$ cat config.mk
export PLATFORM = sky130hd
export DESIGN_NAME = ddr_init_seq_flat
export DESIGN_NICKNAME = d
export VERILOG_FILES = /design/src/rtl/ddr_init_seq_if.sv /design/src/rtl/ddr_init_seq.sv /design/src/flat_wrapper.sv
export SDC_FILE = /design/constraint.sdc
export NUM_CORES = 1
export LEC_CHECK = 0
export ABC_AREA = 1
export BUFFER_PORTS_ARGS = -buffer_cell sky130_fd_sc_hd__buf_2
export CORE_UTILIZATION = 35
export CTS_CLUSTER_SIZE = 12
export DETAILED_ROUTE_END_ITERATION = 8
export HOLD_SLACK_MARGIN = 0.08
export MAX_ROUTING_LAYER = met4
export PLACE_DENSITY = 0.62
export SLEW_MARGIN = 20
export SYNTH_ARGS = -nofsm -noshare
export SYNTH_HDL_FRONTEND = slang
export SYNTH_SLANG_ARGS = --single-unit
$ cat constraint.sdc
create_clock -name core_clk -period 4.1 [get_ports core_clk]
set_input_delay 0.41 -clock core_clk [delete_from_list [all_inputs] [get_ports core_clk]]
set_output_delay 0.41 -clock core_clk [all_outputs]
set_load 0.1 [all_outputs]
$ cat src/rtl/ddr_init_seq_if.sv
// Control and DFI command bus of the DDR3 power-up init sequencer.
// The master modport is the sequencer side; the slave modport is the core/DFI side.
interface ddr_init_seq_if #(
    parameter int ADDR_W = 16,
    parameter int BANK_W = 3
);
    logic              ddr_init_start;
    logic              ddr_init_restart;
    logic [ADDR_W-1:0] mr0;
    logic [ADDR_W-1:0] mr1;
    logic [ADDR_W-1:0] mr2;
    logic [ADDR_W-1:0] mr3;
    logic              ddr_init_done;
    logic              ddr_init_busy;
    logic              dfi_reset_n;
    logic              dfi_cke;
    logic              dfi_cs_n;
    logic              dfi_ras_n;
    logic              dfi_cas_n;
    logic              dfi_we_n;
    logic [BANK_W-1:0] dfi_bank;
    logic [ADDR_W-1:0] dfi_address;

    modport master (
        input  ddr_init_start, ddr_init_restart, mr0, mr1, mr2, mr3,
        output ddr_init_done, ddr_init_busy, dfi_reset_n, dfi_cke,
               dfi_cs_n, dfi_ras_n, dfi_cas_n, dfi_we_n, dfi_bank, dfi_address
    );

    modport slave (
        output ddr_init_start, ddr_init_restart, mr0, mr1, mr2, mr3,
        input  ddr_init_done, ddr_init_busy, dfi_reset_n, dfi_cke,
               dfi_cs_n, dfi_ras_n, dfi_cas_n, dfi_we_n, dfi_bank, dfi_address
    );
endinterface

$ cat src/rtl/ddr_init_seq.sv
// DDR3 JEDEC power-up sequencer: RESET#, CKE, tXPR, MR2/MR3/MR1/MR0, ZQCL, tZQinit.
// All outputs are registered and decoded from the next state.
module ddr_init_seq #(
    parameter int CLK_PERIOD_PS = 2500,
    parameter int T_RESET_NS    = 200000,
    parameter int T_CKE_NS      = 500000,
    parameter int T_XPR_CK      = 5,
    parameter int T_MRD_CK      = 4,
    parameter int T_MOD_CK      = 12,
    parameter int T_ZQINIT_CK   = 512,
    parameter int ADDR_W        = 16,
    parameter int BANK_W        = 3,
    parameter int CNT_W         = 20
) (
    input  logic           core_clk,
    input  logic           core_arstn,
    ddr_init_seq_if.master bus
);
    localparam longint N_RESET = (longint'(T_RESET_NS) * 1000 + CLK_PERIOD_PS - 1) / CLK_PERIOD_PS;
    localparam longint N_CKE   = (longint'(T_CKE_NS) * 1000 + CLK_PERIOD_PS - 1) / CLK_PERIOD_PS;
    localparam longint CNT_MAX = (longint'(1) << CNT_W) - 1;

    localparam logic [CNT_W-1:0] LD_RESET = CNT_W'(N_RESET - 1);
    localparam logic [CNT_W-1:0] LD_CKE   = CNT_W'(N_CKE - 1);
    localparam logic [CNT_W-1:0] LD_XPR   = CNT_W'(T_XPR_CK - 1);
    localparam logic [CNT_W-1:0] LD_MRD   = CNT_W'(T_MRD_CK - 2);
    localparam logic [CNT_W-1:0] LD_MOD   = CNT_W'(T_MOD_CK - 2);
    localparam logic [CNT_W-1:0] LD_ZQ    = CNT_W'(T_ZQINIT_CK - 2);

    if (N_RESET - 1 > CNT_MAX || N_CKE - 1 > CNT_MAX || longint'(T_XPR_CK) - 1 > CNT_MAX ||
        longint'(T_MOD_CK) - 1 > CNT_MAX || longint'(T_ZQINIT_CK) - 1 > CNT_MAX ||
        longint'(T_MRD_CK) - 1 > CNT_MAX) begin : g_cnt_check
        $error("ddr_init_seq: a derived delay count does not fit in CNT_W bits");
    end
    if (ADDR_W < 11 || T_XPR_CK < 1 || T_MRD_CK < 1 || T_MOD_CK < 1 || T_ZQINIT_CK < 1) begin : g_param_check
        $error("ddr_init_seq: ADDR_W must be >= 11 and all clock delays >= 1");
    end

    typedef enum logic [3:0] {
        S_IDLE, S_RESET_HOLD, S_CKE_WAIT, S_XPR_WAIT, S_MRS,
        S_MRD_WAIT, S_MOD_WAIT, S_ZQCL, S_ZQ_WAIT, S_DONE
    } state_t;

    state_t            state_q, state_d;
    logic [CNT_W-1:0]  cnt_q, cnt_d;
    logic [1:0]        idx_q, idx_d;
    logic              reset_n_q, reset_n_d;
    logic              cke_q, cke_d;
    logic              cs_n_q, cs_n_d;
    logic              ras_n_q, ras_n_d;
    logic              cas_n_q, cas_n_d;
    logic              we_n_q, we_n_d;
    logic [BANK_W-1:0] bank_q, bank_d;
    logic [ADDR_W-1:0] addr_q, addr_d;
    logic              done_q, done_d;
    logic              busy_q, busy_d;

    always_comb begin
        state_d = state_q;
        idx_d   = idx_q;
        cnt_d   = (cnt_q != '0) ? cnt_q - CNT_W'(1) : '0;

        case (state_q)
            S_IDLE: if (bus.ddr_init_start) begin
                state_d = S_RESET_HOLD;
                cnt_d   = LD_RESET;
            end
            S_RESET_HOLD: if (cnt_q == '0) begin
                state_d = S_CKE_WAIT;
                cnt_d   = LD_CKE;
            end
            S_CKE_WAIT: if (cnt_q == '0) begin
                state_d = S_XPR_WAIT;
                cnt_d   = LD_XPR;
            end
            S_XPR_WAIT: if (cnt_q == '0) begin
                state_d = S_MRS;
                idx_d   = 2'd0;
            end
            S_MRS: begin
                if (idx_q == 2'd3) begin
                    if (T_MOD_CK > 1) begin
                        state_d = S_MOD_WAIT;
                        cnt_d   = LD_MOD;
                    end else begin
                        state_d = S_ZQCL;
                    end
                end else if (T_MRD_CK > 1) begin
                    state_d = S_MRD_WAIT;
                    cnt_d   = LD_MRD;
                end else begin
                    idx_d = idx_q + 2'd1;
                end
            end
            S_MRD_WAIT: if (cnt_q == '0) begin
                state_d = S_MRS;
                idx_d   = idx_q + 2'd1;
            end
            S_MOD_WAIT: if (cnt_q == '0) state_d = S_ZQCL;
            S_ZQCL: begin
                if (T_ZQINIT_CK > 1) begin
                    state_d = S_ZQ_WAIT;
                    cnt_d   = LD_ZQ;
                end else begin
                    state_d = S_DONE;
                end
            end
            S_ZQ_WAIT: if (cnt_q == '0) state_d = S_DONE;
            S_DONE: if (bus.ddr_init_restart) begin
                state_d = S_RESET_HOLD;
                cnt_d   = LD_RESET;
            end
            default: state_d = S_IDLE;
        endcase

        // Output decode looks at the next state so changes appear on state entry.
        reset_n_d = !(state_d == S_IDLE || state_d == S_RESET_HOLD);
        cke_d     = !(state_d == S_IDLE || state_d == S_RESET_HOLD || state_d == S_CKE_WAIT);
        done_d    = (state_d == S_DONE);
        busy_d    = !(state_d == S_IDLE || state_d == S_DONE);
        cs_n_d    = !cke_d;
        ras_n_d   = 1'b1;
        cas_n_d   = 1'b1;
        we_n_d    = 1'b1;
        bank_d    = '0;
        addr_d    = '0;
        if (state_d == S_MRS) begin
            ras_n_d = 1'b0;
            cas_n_d = 1'b0;
            we_n_d  = 1'b0;
            case (idx_d)
                2'd0:    begin bank_d = BANK_W'(2); addr_d = bus.mr2; end
                2'd1:    begin bank_d = BANK_W'(3); addr_d = bus.mr3; end
                2'd2:    begin bank_d = BANK_W'(1); addr_d = bus.mr1; end
                default: begin bank_d = BANK_W'(0); addr_d = bus.mr0; end
            endcase
        end else if (state_d == S_ZQCL) begin
            we_n_d     = 1'b0;
            addr_d[10] = 1'b1;
        end
    end

    always_ff @(posedge core_clk or negedge core_arstn) begin
        if (!core_arstn) begin
            state_q   <= S_IDLE;
            cnt_q     <= '0;
            idx_q     <= '0;
            reset_n_q <= 1'b0;
            cke_q     <= 1'b0;
            cs_n_q    <= 1'b1;
            ras_n_q   <= 1'b1;
            cas_n_q   <= 1'b1;
            we_n_q    <= 1'b1;
            bank_q    <= '0;
            addr_q    <= '0;
            done_q    <= 1'b0;
            busy_q    <= 1'b0;
        end else begin
            state_q   <= state_d;
            cnt_q     <= cnt_d;
            idx_q     <= idx_d;
            reset_n_q <= reset_n_d;
            cke_q     <= cke_d;
            cs_n_q    <= cs_n_d;
            ras_n_q   <= ras_n_d;
            cas_n_q   <= cas_n_d;
            we_n_q    <= we_n_d;
            bank_q    <= bank_d;
            addr_q    <= addr_d;
            done_q    <= done_d;
            busy_q    <= busy_d;
        end
    end

    assign bus.dfi_reset_n   = reset_n_q;
    assign bus.dfi_cke       = cke_q;
    assign bus.dfi_cs_n      = cs_n_q;
    assign bus.dfi_ras_n     = ras_n_q;
    assign bus.dfi_cas_n     = cas_n_q;
    assign bus.dfi_we_n      = we_n_q;
    assign bus.dfi_bank      = bank_q;
    assign bus.dfi_address   = addr_q;
    assign bus.ddr_init_done = done_q;
    assign bus.ddr_init_busy = busy_q;
endmodule

$ cat src/flat_wrapper.sv
// flat-port wrapper written by rule: the top's interface ports become plain ports
module ddr_init_seq_flat 
#(
    parameter int CLK_PERIOD_PS = 2500,
    parameter int T_RESET_NS    = 200000,
    parameter int T_CKE_NS      = 500000,
    parameter int T_XPR_CK      = 5,
    parameter int T_MRD_CK      = 4,
    parameter int T_MOD_CK      = 12,
    parameter int T_ZQINIT_CK   = 512,
    parameter int ADDR_W        = 16,
    parameter int BANK_W        = 3,
    parameter int CNT_W         = 20
)
  (core_clk, core_arstn, bus_ddr_init_start, bus_ddr_init_restart, bus_mr0, bus_mr1, bus_mr2, bus_mr3, bus_ddr_init_done, bus_ddr_init_busy, bus_dfi_reset_n, bus_dfi_cke, bus_dfi_cs_n, bus_dfi_ras_n, bus_dfi_cas_n, bus_dfi_we_n, bus_dfi_bank, bus_dfi_address);
  ddr_init_seq_if #(.ADDR_W(ADDR_W), .BANK_W(BANK_W)) bus_i ();
  input  logic core_clk;
  input  logic core_arstn;
  input wire logic [$bits(bus_i.ddr_init_start)-1:0] bus_ddr_init_start;
  input wire logic [$bits(bus_i.ddr_init_restart)-1:0] bus_ddr_init_restart;
  input wire logic [$bits(bus_i.mr0)-1:0] bus_mr0;
  input wire logic [$bits(bus_i.mr1)-1:0] bus_mr1;
  input wire logic [$bits(bus_i.mr2)-1:0] bus_mr2;
  input wire logic [$bits(bus_i.mr3)-1:0] bus_mr3;
  output wire logic [$bits(bus_i.ddr_init_done)-1:0] bus_ddr_init_done;
  output wire logic [$bits(bus_i.ddr_init_busy)-1:0] bus_ddr_init_busy;
  output wire logic [$bits(bus_i.dfi_reset_n)-1:0] bus_dfi_reset_n;
  output wire logic [$bits(bus_i.dfi_cke)-1:0] bus_dfi_cke;
  output wire logic [$bits(bus_i.dfi_cs_n)-1:0] bus_dfi_cs_n;
  output wire logic [$bits(bus_i.dfi_ras_n)-1:0] bus_dfi_ras_n;
  output wire logic [$bits(bus_i.dfi_cas_n)-1:0] bus_dfi_cas_n;
  output wire logic [$bits(bus_i.dfi_we_n)-1:0] bus_dfi_we_n;
  output wire logic [$bits(bus_i.dfi_bank)-1:0] bus_dfi_bank;
  output wire logic [$bits(bus_i.dfi_address)-1:0] bus_dfi_address;
  assign bus_i.ddr_init_start = bus_ddr_init_start;
  assign bus_i.ddr_init_restart = bus_ddr_init_restart;
  assign bus_i.mr0 = bus_mr0;
  assign bus_i.mr1 = bus_mr1;
  assign bus_i.mr2 = bus_mr2;
  assign bus_i.mr3 = bus_mr3;
  assign bus_ddr_init_done = bus_i.ddr_init_done;
  assign bus_ddr_init_busy = bus_i.ddr_init_busy;
  assign bus_dfi_reset_n = bus_i.dfi_reset_n;
  assign bus_dfi_cke = bus_i.dfi_cke;
  assign bus_dfi_cs_n = bus_i.dfi_cs_n;
  assign bus_dfi_ras_n = bus_i.dfi_ras_n;
  assign bus_dfi_cas_n = bus_i.dfi_cas_n;
  assign bus_dfi_we_n = bus_i.dfi_we_n;
  assign bus_dfi_bank = bus_i.dfi_bank;
  assign bus_dfi_address = bus_i.dfi_address;
  ddr_init_seq #(.CLK_PERIOD_PS(CLK_PERIOD_PS), .T_RESET_NS(T_RESET_NS), .T_CKE_NS(T_CKE_NS), .T_XPR_CK(T_XPR_CK), .T_MRD_CK(T_MRD_CK), .T_MOD_CK(T_MOD_CK), .T_ZQINIT_CK(T_ZQINIT_CK), .ADDR_W(ADDR_W), .BANK_W(BANK_W), .CNT_W(CNT_W)) u_core (.core_clk(core_clk), .core_arstn(core_arstn), .bus(bus_i));
endmodule
# Word level (Yosys, flattened, before mapping)
# Index checks and enable logic that the tools add are counted.
[totals]
ff_bits = 52
in_bits = 68
elab_cells = 72
[classes]
addsub = 2
n_eq_ne = 17
muxes = 29
n_reduce_logical = 12
[op_table]
columns = ["op", "n"]
rows = [
  ["$pmux W20 S6", 1],
  ["$mux W20", 5],
  ["$pmux W16 S3", 1],
  ["$pmux W4 S9", 1],
  ["$mux W4", 8],
  ["$eq A4 B3 Y1 const B", 6],
  ["$logic_not A20 Y1", 1],
  ["$reduce_bool A20 Y1", 1],
  ["$sub A20 B1 Y20 const B", 1],
  ["$eq A4 B2 Y1 const B", 3],
  ["$eq A4 B4 Y1 const B", 3],
  ["$mux W10", 1],
  ["$eq A4 B1 Y1 const B", 2],
  ["$logic_not A4 Y1", 2],
  ["$mux W2", 3],
  ["$pmux W2 S3", 1],
  ["$mux W1", 5],
  ["$mux W5", 1],
  ["$eq A2 B2 Y1 const B", 2],
  ["$pmux W2 S2", 1],
  ["$logic_not A1 Y1", 3],
  ["$logic_or A1 B1 Y1", 3],
  ["$mux W3", 1],
  ["$add A2 B1 Y2 const B", 1],
  ["other kinds (3)", 3],
]

# Logic depth before layout (Yosys ltp)
# Gate-level depths: netlist of run 1.
[logic_depth]
ltp_word = 7
mapped_depth = 17
depth_no_buf = 16

# Worst setup path before layout of run 1
# No wires, ideal clock.
[synth_path]
path_kind = "reg-to-reg"
start = "register u_core.cnt_q[0]"
end = "register u_core.addr_q[11], in the netlist u_core.bus.dfi_address[11]"
setup_time_ns = 0.096
arrival_ns = 3.009
required_ns = 4.004
slack_ns = 0.996
path_stages_with_launch = 17
n_path_buf = 3
cell_sequence = "dfrtp_1 inv_1 ha_1 nand2_2 nor2_4 nand3_4 buf_6 ha_1 inv_1 a221oi_1 inv_1 ha_1 clkbuf_1 inv_1 clkbuf_1 nor2_1 a311oi_2"
[synth_between]
elab_chain_cells = 6
elab_cells_between_ends = 16
classes_between = "eq/ne: 3; mux: 11; reduce/logical: 2"
[synth_rtl]
columns = ["element", "line_no", "text"]
rows = [
  ["start: declaration", "ddr_init_seq.sv:45", "logic [CNT_W-1:0] cnt_q, cnt_d;"],
  ["start signal: assignment", "ddr_init_seq.sv:160", "cnt_q <= cnt_d;"],
  ["$logic_not A20 Y1 *", "ddr_init_seq.sv:76, ddr_init_seq.sv:95", ""],
  ["$mux W2 (on tied branches)", "ddr_init_seq.sv:95, ddr_init_seq.sv:76", ""],
  ["$pmux W2 S2 *", "ddr_init_seq.sv:63", "case (state_q)"],
  ["net u_core.idx_d[0]", "ddr_init_seq.sv:46", "logic [1:0] idx_q, idx_d;"],
  ["$eq A2 B2 Y1 (tied with other cells)", "ddr_init_seq.sv:131", "case (idx_d)"],
  ["$pmux W16 S3 *", "ddr_init_seq.sv:131", ""],
  ["$mux W5 *", "ddr_init_seq.sv:127", "if (state_d == S_MRS) begin"],
  ["net u_core.addr_d[11]", "ddr_init_seq.sv:54", "logic [ADDR_W-1:0] addr_q, addr_d;"],
  ["end signal: assignment", "ddr_init_seq.sv:169", "addr_q <= addr_d;"],
  ["end: declaration", "ddr_init_seq.sv:54", ""],
]
# Mark *: on every way through the listed nets, which the timed path passes. The rest lies on a longest branch.

# Final worst setup path of run 1
[layout_path]
start = "register u_core.cnt_q[0]"
end = "register u_core.addr_q[0], in the netlist u_core.bus.dfi_address[0]"
[layout_between]
elab_chain_cells = 6
elab_cells_between_ends = 16
classes_between = "eq/ne: 3; mux: 11; reduce/logical: 2"
[layout_rtl]
columns = ["element", "line_no"]
rows = [
  ["$logic_not A20 Y1 *", "ddr_init_seq.sv:76, ddr_init_seq.sv:95"],
  ["$mux W2 (on tied branches)", "ddr_init_seq.sv:95, ddr_init_seq.sv:76"],
  ["$pmux W2 S2 *", "ddr_init_seq.sv:63"],
  ["net u_core.idx_d[0]", "ddr_init_seq.sv:46"],
  ["$eq A2 B2 Y1 (tied with other cells)", "ddr_init_seq.sv:131"],
  ["$pmux W16 S3 *", "ddr_init_seq.sv:131"],
  ["$mux W10 *", "ddr_init_seq.sv:127"],
  ["net u_core.addr_d[0]", "ddr_init_seq.sv:54"],
]
# Marked as above.

==> reports/metrics.csv, run 1 <==
stage,metric,value,unit
clock_network,cts_hold_buf,0,
final_layout,finalNetCount,552,
setup_path,crit_required,4.31,ns
logic_synthesis,synth_largest_area_cell,dfrtp_1,
clock_network,cts_root_buf,clkbuf_8,
logic_synthesis,synth_cell_types,40,
timing,fin_skew,0.006285,ns
logic_synthesis,yosysMostFrequentCell,nand2_1,
route,first_pass_iters,4,
placed_design,dp_hpwl,5980,um
timing,setup_tns,0,ns
logic_synthesis,synth-edff-count,0,
logic_synthesis,synthesis.nets,464,
setup_path,cp_max_fo,17,
placed_design,io_buffer_count,93,
setup_path,worstPathCellList,inv_1 -> ha_1 -> nand2_2 -> nor2_4 -> nand3_4 -> ha_1 -> inv_1 -> a221oi_1 -> inv_1 -> ha_1 -> inv_1 -> nor2_1 -> a311oi_1,
logic_synthesis,syn_inst,389,
logic_synthesis,synth.area.top_cells,"dfrtp_1 (39%), nand2_1 (12%), inv_1 (5.4%)",
clock_network,clock-sinks,51,
timing,finalHoldViolations,0,
clock_network,cts_inserted_buffers,5,
setup_path,cp-start-kind,register,
final_layout,drive_above_1_share,30.13,%
logic_synthesis,ys_seq_elements,51,
timing,fmax,281.9,MHz
grt,grt_max_degree,52,
clock_network,post_cts_buffers,0,
grt,grt_pass1_vias,2971,
floorplan,core_area,8382,sq um
timing,worst_pin_slew,0.6543,ns
timing,setup_viol,0,
grt,grt_use_total,18.94,%
setup_path,worstPathArrival,3.75,ns
setup_path,crit_family,adder cells,
logic_synthesis,ys_warn_count,0,
timing,rsz0062_at_grt,no,
floorplan,rows,33,
clock_network,tritoncts,built,
floorplan,pin_count,95,
pwr,powerDensity,386.6,nW/um^2
placed_design,dp_cells,575,
logic_synthesis,async_reset_ff_share,100.0,%
clock_network,clk_latency,0.31,ns
floorplan,fp.dieH,95.76,um
setup_path,path_class,register to register,
logic_synthesis,netlist_area,3077,sq um
route,final_antenna_net_count,0,
grt,antenna_found_initial,0,
setup_path,critPathMostFrequentCell,inv_1,
setup_path,critPathSlowestCell,inv_1,
route,vias,2849,
setup_path,setup.worst_path.end_class,register,
logic_synthesis,synth.top_cell.area_share,39.04,%
route,drcViolationCount,0,
floorplan,start_util,36.71,%
run_status,status,"finished, final reports clean",
clock_network,htreeDepth,2,
logic_synthesis,synth_flop_cell,dfrtp_1,
floorplan,die_w,95.76,um
clock_network,clock_path_buffers,2,
route,wirelength,7723,um
setup_path,cp_num_buf_inv,4,
grt,grt_overflow,0,
route,viasPerCell,4.887,
logic_synthesis,avgSynthCellArea,7.909,sq um
placed_design,routabilityCongestion,0.8989,
route,wl_per_cell,13.25,um
timing,maxSlewHeadroom,56.38,%
floorplan,die_area,9170,sq um
timing,min_period_over_period,86.52,%
grt,grt_pass1_wl,13010,um
final_layout,antenna_cells,0,
setup_path,critical_path.max_stage_delay,0.46,ns
timing,final.min_clock_period,3.547,ns
clock_network,clk_pin_slew,0.10,ns
logic_synthesis,ys_seq_area_share,41.60,%
hold_path,hold_class,primary input to asynchronous set/reset pin,
logic_synthesis,synth.top_cells.by_count,"nand2_1 (100), dfrtp_1 (48), inv_1 (44), nor2_1 (42), a21oi_1 (18)",
timing,timing.final.max_slew_violations,0,
pwr,vdd_ir_drop_max,0.0002396,V
route,drt-initial-drc-count,128,
clock_network,cts.repair.resized,0,
pwr,cellLeakagePower,2.046,nW
job,maxCapViolCount,0,
final_layout,area_growth,20.33,%
final_layout,stdcell_count,583,
[flip-flops by register name (all words and copies together) (netlist names), 2 cells and up]
| name | count |
|---|---|
| u_core.bus.dfi_bank | 2 |
| u_core.cnt_q | 20 |
| u_core.bus.dfi_address | 16 |
| u_core.state_q | 4 |
| u_core.idx_q | 2 |
[area by class of cell]
class	instances	area, sq um
multi-input combinational	277	1543
tap	105	131.4
inverter	48	182.7
fill	858	4679
clock buffer	5	68.82
timing repair buffer	94	473.0
sequential	51	1280
clock inverter	3	23.77
[cell usage in the layout (no fill, tap or decap), types with 2 or more instances in the layout]
master and count:
a311oi_1 3, ha_1 7, a311oi_2 6, a21oi_1 18
o21ai_0 15, nor2_1 42, nor4_1 2, nand4_1 2
dfrtp_1 48, o21ai_2 2, nor2_2 10, inv_1 44
nand3_2 4, nor2_4 4, nand2_1 100, nand2_2 3
dfstp_2 3, clkbuf_8 5, xor2_1 13, inv_2 3
nand3_4 2, xnor2_1 4, nand3_1 16, buf_2 93
a31oi_1 8, nor3_1 4
[report_power, final]
group	internal [mW]	total (mW)	switching [mW]
clock	0.124	0.306	0.182
combinational	0.175	0.487	0.312
sequential	0.571	0.638	0.0667
total	0.870	1.43	0.561
[logic make-up after synthesis]
logic type | after synthesis | share of synthesized area [%]
AND/OR/NAND/NOR | 195 | 29.57
buffers and inverters | 61 | 8.255
AO/OA/AOI/OAI | 57 | 12.77
flip-flops | 51 | 41.60
XOR/XNOR | 17 | 4.839
adder cells (fa/ha/maj) | 7 | 2.847
other | 1 | 0.1219
[routing by layer]
metal,vias to the layer above,part of all wire [%],track usage [%]
met4,0,2.4,6.468
met5,-,0,-
li1,1418,-,-
met1,1304,42,21.78
met3,15,5.9,3.555
met2,112,49,33.10
[worst paths after layout]
path	from	to	slack (ns)	cells past startpoint
min in group core_clk	bus_mr1[15]	u_core.bus.dfi_address[15]	0.35	3
max in group asynchronous	core_arstn	u_core.state_q[0]	3.45	2
min reg2reg	u_core.cnt_q[0]	u_core.cnt_q[0]	0.55	3
min	core_arstn	u_core.cnt_q[6]	0.21	2
max	u_core.cnt_q[0]	u_core.bus.dfi_address[0]	0.55	13
max reg2reg	u_core.cnt_q[0]	u_core.bus.dfi_address[0]	0.55	13
[through the flow]
stage	area [sq um]	hold WS, ns	util [%]	setup WS [ns]	power (mW)
floorplan	3077	0.1144	-	0.9956	1.004
CTS	3702	0.2288	44.17	0.5560	1.446
detailed placement	3610	0.5246	43.07	0.5835	1.133
finish	3702	0.2061	44.17	0.5525	1.431
global route	3702	0.2848	44.17	0.2340	1.539
global placement	3610	0.5187	43.07	0.7430	1.132
Note: power is estimated with default switching activity, not from simulation.
==> run 2, diff against run 1 <==
--- a/config.mk
+++ b/config.mk
@@ -6,13 +6,13 @@
 export NUM_CORES = 1
 export LEC_CHECK = 0
 export ABC_AREA = 1
-export BUFFER_PORTS_ARGS = -buffer_cell sky130_fd_sc_hd__buf_2
-export CORE_UTILIZATION = 35
+export BUFFER_PORTS_ARGS = -buffer_cell sky130_fd_sc_hd__clkbuf_2
+export CORE_UTILIZATION = 52
 export CTS_CLUSTER_SIZE = 12
 export DETAILED_ROUTE_END_ITERATION = 8
 export HOLD_SLACK_MARGIN = 0.08
 export MAX_ROUTING_LAYER = met4
-export PLACE_DENSITY = 0.62
+export PLACE_DENSITY = 0.85
 export SLEW_MARGIN = 20
 export SYNTH_ARGS = -nofsm -noshare
 export SYNTH_HDL_FRONTEND = slang
==> run 2 against run 1 <==
Net effect:
- sequential power is essentially flat
- count of clock-buffer cells in the layout is the same
- flip-flop and latch count did not move
- design area shrank 1.1%
- power is 0.80% higher
- fmax shrank 2.5%
- first-iteration DRC count increased by 35%
- critical path type unchanged
- critical endpoint is now u_core.bus.dfi_address[7]
- largest power group unchanged
==> reports/metrics.csv, run 2 (synthesis gave the netlist of run 1 again) <==
stage,metric,value,unit
setup_path,r2r_end,u_core.bus.dfi_address[7],
floorplan,die_w,78.92,um
setup_path,cp-start-kind,register,
pwr,switching_power,0.5723,mW
clock_network,cts_inserted_buffers,5,
clock_network,post_cts_buffers,0,
pwr,vdd_ir_drop_max,0.0003265,V
run_status,status,"finished, final reports clean",
clock_network,tritoncts,built,
pwr,p_sw_share,39.67,%
final_layout,largest_reg_flops,20,
setup_path,reg2reg_from,u_core.cnt_q[0],
grt,grt_use_total,26.36,%
setup_path,cp_max_fo,17,
timing,setup_viol,0,
clock_network,clk_latency,0.32,ns
setup_path,critPathCapture,u_core.bus.dfi_address[7],
timing,setup_tns,0,ns
grt,antenna_found_initial,0,
floorplan,rows,27,
setup_path,reg2reg_depth,13,
clock_network,cts_root_buf,clkbuf_8,
floorplan,fp.dieH,78.92,um
job,maxCapViolCount,0,
placed_design,routabilityCongestion,0.8836,
route,wl_per_cell,13.62,um
timing,timing.final.max_slew_violations,0,
setup_path,rrSetupSlack,0.46,ns
timing,finalHoldViolations,0,
pwr,p_int,0.8705,mW
timing,worst_pin_slew,0.6479,ns
timing,fmax,274.9,MHz
setup_path,worstPathArrival,3.87,ns
timing,min_period_over_period,88.73,%
floorplan,pin_count,95,
clock_network,cts.repair.resized,0,
final_layout,regMostFlops,u_core.cnt_q,
floorplan,core_area,5608,sq um
final_layout,area_growth,18.95,%
pwr,cellLeakagePower,2.051,nW
grt,grt_overflow,0,
pwr,sequentialPowerShare,44.3,%
floorplan,die_area,6228,sq um
route,first_pass_iters,5,
clock_network,clk_pin_slew,0.10,ns
setup_path,path_class,register to register,
grt,grt_max_degree,52,
clock_network,clock-sinks,51,
route,wirelength,7491,um
route,final_antenna_net_count,0,
final_layout,layout_common_cells,"nand2_1 (100), clkbuf_2 (93), dfrtp_1 (48)",
timing,rsz0062_at_grt,no,
clock_network,cts_hold_buf,0,
clock_network,clock_path_buffers,2,
timing,whs,0.1928,ns
placed_design,io_buffer_count,93,
timing,maxSlewHeadroom,56.81,%
setup_path,cp-startpoint,u_core.cnt_q[0],
grt,grt_pass1_wl,12300,um
setup_path,crit_required,4.33,ns
pwr,pwr-share-comb,34.5,%
placed_design,dp_hpwl,5882,um
final_layout,final_common_cell,nand2_1,
clock_network,htreeDepth,2,
final_layout,antenna_cells,0,
floorplan,start_util,54.86,%
route,vias,2930,
route,drcViolationCount,0,
route,drt-initial-drc-count,173,
timing,fin_skew,0.009695,ns
pwr,pwr-share-clk,21.2,%
grt,grt_pass1_vias,2819,
route,viasPerCell,5.327,
final_layout,finalNetCount,552,
final_layout,drive_above_1_share,30.13,%
pwr,powerDensity,394.2,nW/um^2
timing,final.min_clock_period,3.638,ns
hold_path,hold_class,primary input to asynchronous set/reset pin,
setup_path,setup.worst_path.end_class,register,
==> run 2: power groups by stage <==
stage	clock network, mW	logic (mW)	registers (mW)
4_1_cts	0.313	0.494	0.638
3_5_place_dp	0	0.492	0.647
2_1_floorplan	0	0.338	0.666
3_3_place_gp	0	0.477	0.643
6_report	0.306	0.497	0.640
5_1_grt	0.328	0.559	0.649
==> run 2: worst min-delay path by stage <==
stage,start,endpoint,depth (start not counted)
floorplan,core_arstn,u_core.bus.ddr_init_busy,0
global route,core_arstn,u_core.cnt_q[13],2
detailed placement,u_core.cnt_q[0],u_core.cnt_q[0],3
CTS,core_arstn,u_core.state_q[3],2
global placement,u_core.cnt_q[0],u_core.cnt_q[0],3
finish,core_arstn,u_core.cnt_q[13],2
==> run 2: routing by layer <==
| metal | track usage (%) | up-vias | share of wire (%) |
|---|---|---|---|
| met4 | 9.273 | 0 | 3.1 |
| met2 | 47.30 | 137 | 52 |
| met3 | 5.057 | 27 | 6.3 |
| met1 | 29.22 | 1347 | 39 |
| li1 | - | 1419 | - |
| met5 | - | - | 0 |
==> run 2: cell type report <==
class,count,area [sq um]
Inverter,48,182.7
Clock inverter,3,22.52
Tap cell,72,90.09
Multi-Input combinational cell,277,1543
Fill cell,486,1948
Timing Repair Buffer,94,473.0
Sequential cell,51,1280
Clock buffer,5,68.82
==> run 2: critical path, cell delays in order, from the launching register on <==
cell,delay [ns]
dfrtp_1,0.39
inv_1,0.07
ha_1,0.22
nand2_2,0.11
nor2_4,0.20
nand3_4,0.21
ha_1,0.34
inv_1,0.04
a221oi_1,0.48
inv_1,0.16
ha_1,0.45
inv_1,0.47
o21ai_0,0.19
a31oi_1,0.21
==> run 2: metrics by stage <==
| stage | cells | power [mW] | utilization (%) | instance area (sq um) | worst slack, ns |
|---|---|---|---|---|---|
| global route | 550 | 1.536 | 65.26 | 3660 | 0.2318 |
| floorplan | 389 | 1.004 | - | 3077 | 0.9956 |
| detailed placement | 542 | 1.139 | 63.63 | 3568 | 0.5736 |
| finish | 550 | 1.443 | 65.26 | 3660 | 0.4620 |
| CTS | 550 | 1.445 | 65.26 | 3660 | 0.5301 |
| global placement | 542 | 1.121 | 63.63 | 3568 | 0.8136 |
==> run 3, diff against run 2 <==
--- a/config.mk
+++ b/config.mk
@@ -7,12 +7,13 @@
 export LEC_CHECK = 0
 export ABC_AREA = 1
 export BUFFER_PORTS_ARGS = -buffer_cell sky130_fd_sc_hd__clkbuf_2
-export CORE_UTILIZATION = 52
+export CORE_MARGIN = 4
+export CORE_UTILIZATION = 50
 export CTS_CLUSTER_SIZE = 12
 export DETAILED_ROUTE_END_ITERATION = 8
 export HOLD_SLACK_MARGIN = 0.08
 export MAX_ROUTING_LAYER = met4
-export PLACE_DENSITY = 0.85
+export PLACE_DENSITY = 0.82
 export SLEW_MARGIN = 20
 export SYNTH_ARGS = -nofsm -noshare
 export SYNTH_HDL_FRONTEND = slang
==> run 3 against run 2 <==
Net effect:
- via count down 3.3%
- largest power group unchanged
- fmax rose by 5.1%
- highest routed layer unchanged
- power shrank 1.3%
==> reports/metrics.csv, run 3 (synthesis gave the netlist of run 1 again) <==
stage,metric,value,unit
job,maxCapViolCount,0,
timing,fmax,288.9,MHz
floorplan,start_util,51.66,%
placed_design,io_buffer_count,93,
clock_network,clock-sinks,51,
final_layout,layout_common_cells,"nand2_1 (100), clkbuf_2 (93), dfrtp_1 (48)",
setup_path,critical_path.max_stage_delay,0.44,ns
final_layout,finalNetCount,553,
pwr,vdd_ir_drop_max,0.0002719,V
setup_path,r2r_end,u_core.bus.dfi_address[5],
clock_network,clock_path_buffers,2,
final_layout,final_common_cell,nand2_1,
pwr,fin_total_pwr,1.423,mW
setup_path,reg2reg_depth,14,
setup_path,rrSetupSlack,0.64,ns
setup_path,critPathSlowestCell,a221oi_1,
route,vias,2833,
floorplan,die_area,7473,sq um
final_layout,design_area,3671,sq um
timing,finalHoldViolations,0,
setup_path,path_class,register to register,
grt,grt_pass1_vias,2944,
timing,whs,0.1836,ns
setup_path,worstPathArrival,3.68,ns
timing,final.setup.worst_slack,0.6392,ns
floorplan,rows,28,
route,first_pass_iters,4,
route,final_antenna_net_count,0,
setup_path,critPathCapture,u_core.bus.dfi_address[5],
timing,setup_tns,0,ns
pwr,powerDensity,387.7,nW/um^2
setup_path,cp_max_fo,17,
setup_path,cp-start-kind,register,
route,wl_per_cell,13.86,um
clock_network,htreeDepth,2,
timing,rsz0062_at_grt,no,
final_layout,regMostFlops,u_core.cnt_q,
grt,grt_overflow,0,
setup_path,cp-startpoint,u_core.cnt_q[0],
floorplan,pin_count,95,
clock_network,cts.repair.resized,0,
hold_path,hold_class,primary input to asynchronous set/reset pin,
grt,grt_max_degree,52,
floorplan,core_area,5956,sq um
placed_design,placed_cell_area,3580,sq um
clock_network,clk_latency,0.31,ns
timing,final.min_clock_period,3.461,ns
final_layout,utilization,61.64,%
clock_network,clk_pin_slew,0.10,ns
final_layout,antenna_cells,0,
setup_path,critPathMostFrequentCell,inv_1,
floorplan,fp.dieH,86.45,um
route,drt-initial-drc-count,127,
final_layout,stdcell_count,554,
pwr,cellLeakagePower,2.056,nW
setup_path,worstPathCellList,inv_1 -> ha_1 -> nand2_2 -> nor2_4 -> nand3_4 -> ha_1 -> inv_1 -> a221oi_1 -> inv_1 -> ha_1 -> buf_4 -> inv_1 -> nor2_1 -> a311oi_2,
clock_network,cts_root_buf,clkbuf_8,
timing,worst_pin_slew,0.6302,ns
setup_path,crit_required,4.32,ns
timing,timing.final.max_slew_violations,0,
clock_network,cts_hold_buf,0,
placed_design,pre_cts_ws,0.6792,ns
grt,grt_pass1_wl,12920,um
final_layout,largest_reg_flops,20,
route,drcViolationCount,0,
final_layout,drive_above_1_share,30.27,%
grt,antenna_found_initial,0,
grt,grt_use_total,22.71,%
route,viasPerCell,5.114,
final_layout,area_growth,19.32,%
placed_design,dp_cells,546,
timing,min_period_over_period,84.41,%
clock_network,post_cts_buffers,0,
timing,fin_skew,0.008733,ns
setup_path,reg2reg_from,u_core.cnt_q[0],
setup_path,setup.worst_path.end_class,register,
clock_network,cts_inserted_buffers,5,
placed_design,routabilityCongestion,0.9351,
placed_design,dp_hpwl,6178,um
clock_network,tritoncts,built,
timing,maxSlewHeadroom,57.99,%
timing,setup_viol,0,
route,wirelength,7679,um
floorplan,die_w,86.45,um
run_status,status,"finished, final reports clean",
## run 3: worst min path at each step
| stage | end | from |
|---|---|---|
| floorplan | u_core.bus.ddr_init_busy | core_arstn |
| detailed placement | u_core.cnt_q[0] | u_core.cnt_q[0] |
| global placement | u_core.cnt_q[0] | u_core.cnt_q[0] |
| finish | u_core.cnt_q[11] | core_arstn |
| CTS | u_core.cnt_q[3] | core_arstn |
| global route | u_core.cnt_q[3] | core_arstn |
## run 3: power by group
part           internal (mW)  switching, mW  total (mW)
sequential             0.572         0.0677       0.639
clock                  0.123          0.177       0.300
combinational          0.175          0.309       0.484
## run 3: critical path, delay by kind of cell, from the launching register on
| family | cells | cell delay, ns |
|---|---|---|
| compound gates | 2 | 0.70 |
| fa+ha+maj | 3 | 0.79 |
| buf+inv | 5 | 0.84 |
| flops | 1 | 0.39 |
| simple gates | 4 | 0.63 |
## run 3: cell type report
cell class | instances | area (sq um)
Clock inverter | 3 | 22.52
Clock buffer | 5 | 68.82
Inverter | 48 | 182.7
Tap cell | 75 | 93.84
Fill cell | 529 | 2285
Timing Repair Buffer | 95 | 480.5
Multi-Input combinational cell | 277 | 1543
Sequential cell | 51 | 1280
## run 3: per-layer routing
layer,up-vias,share of wire (%),track usage (%)
li1,1421,-,-
met1,1284,39,25.06
met2,110,51,39.64
met3,18,7.5,5.608
met4,0,2.4,8.215
met5,-,0,-
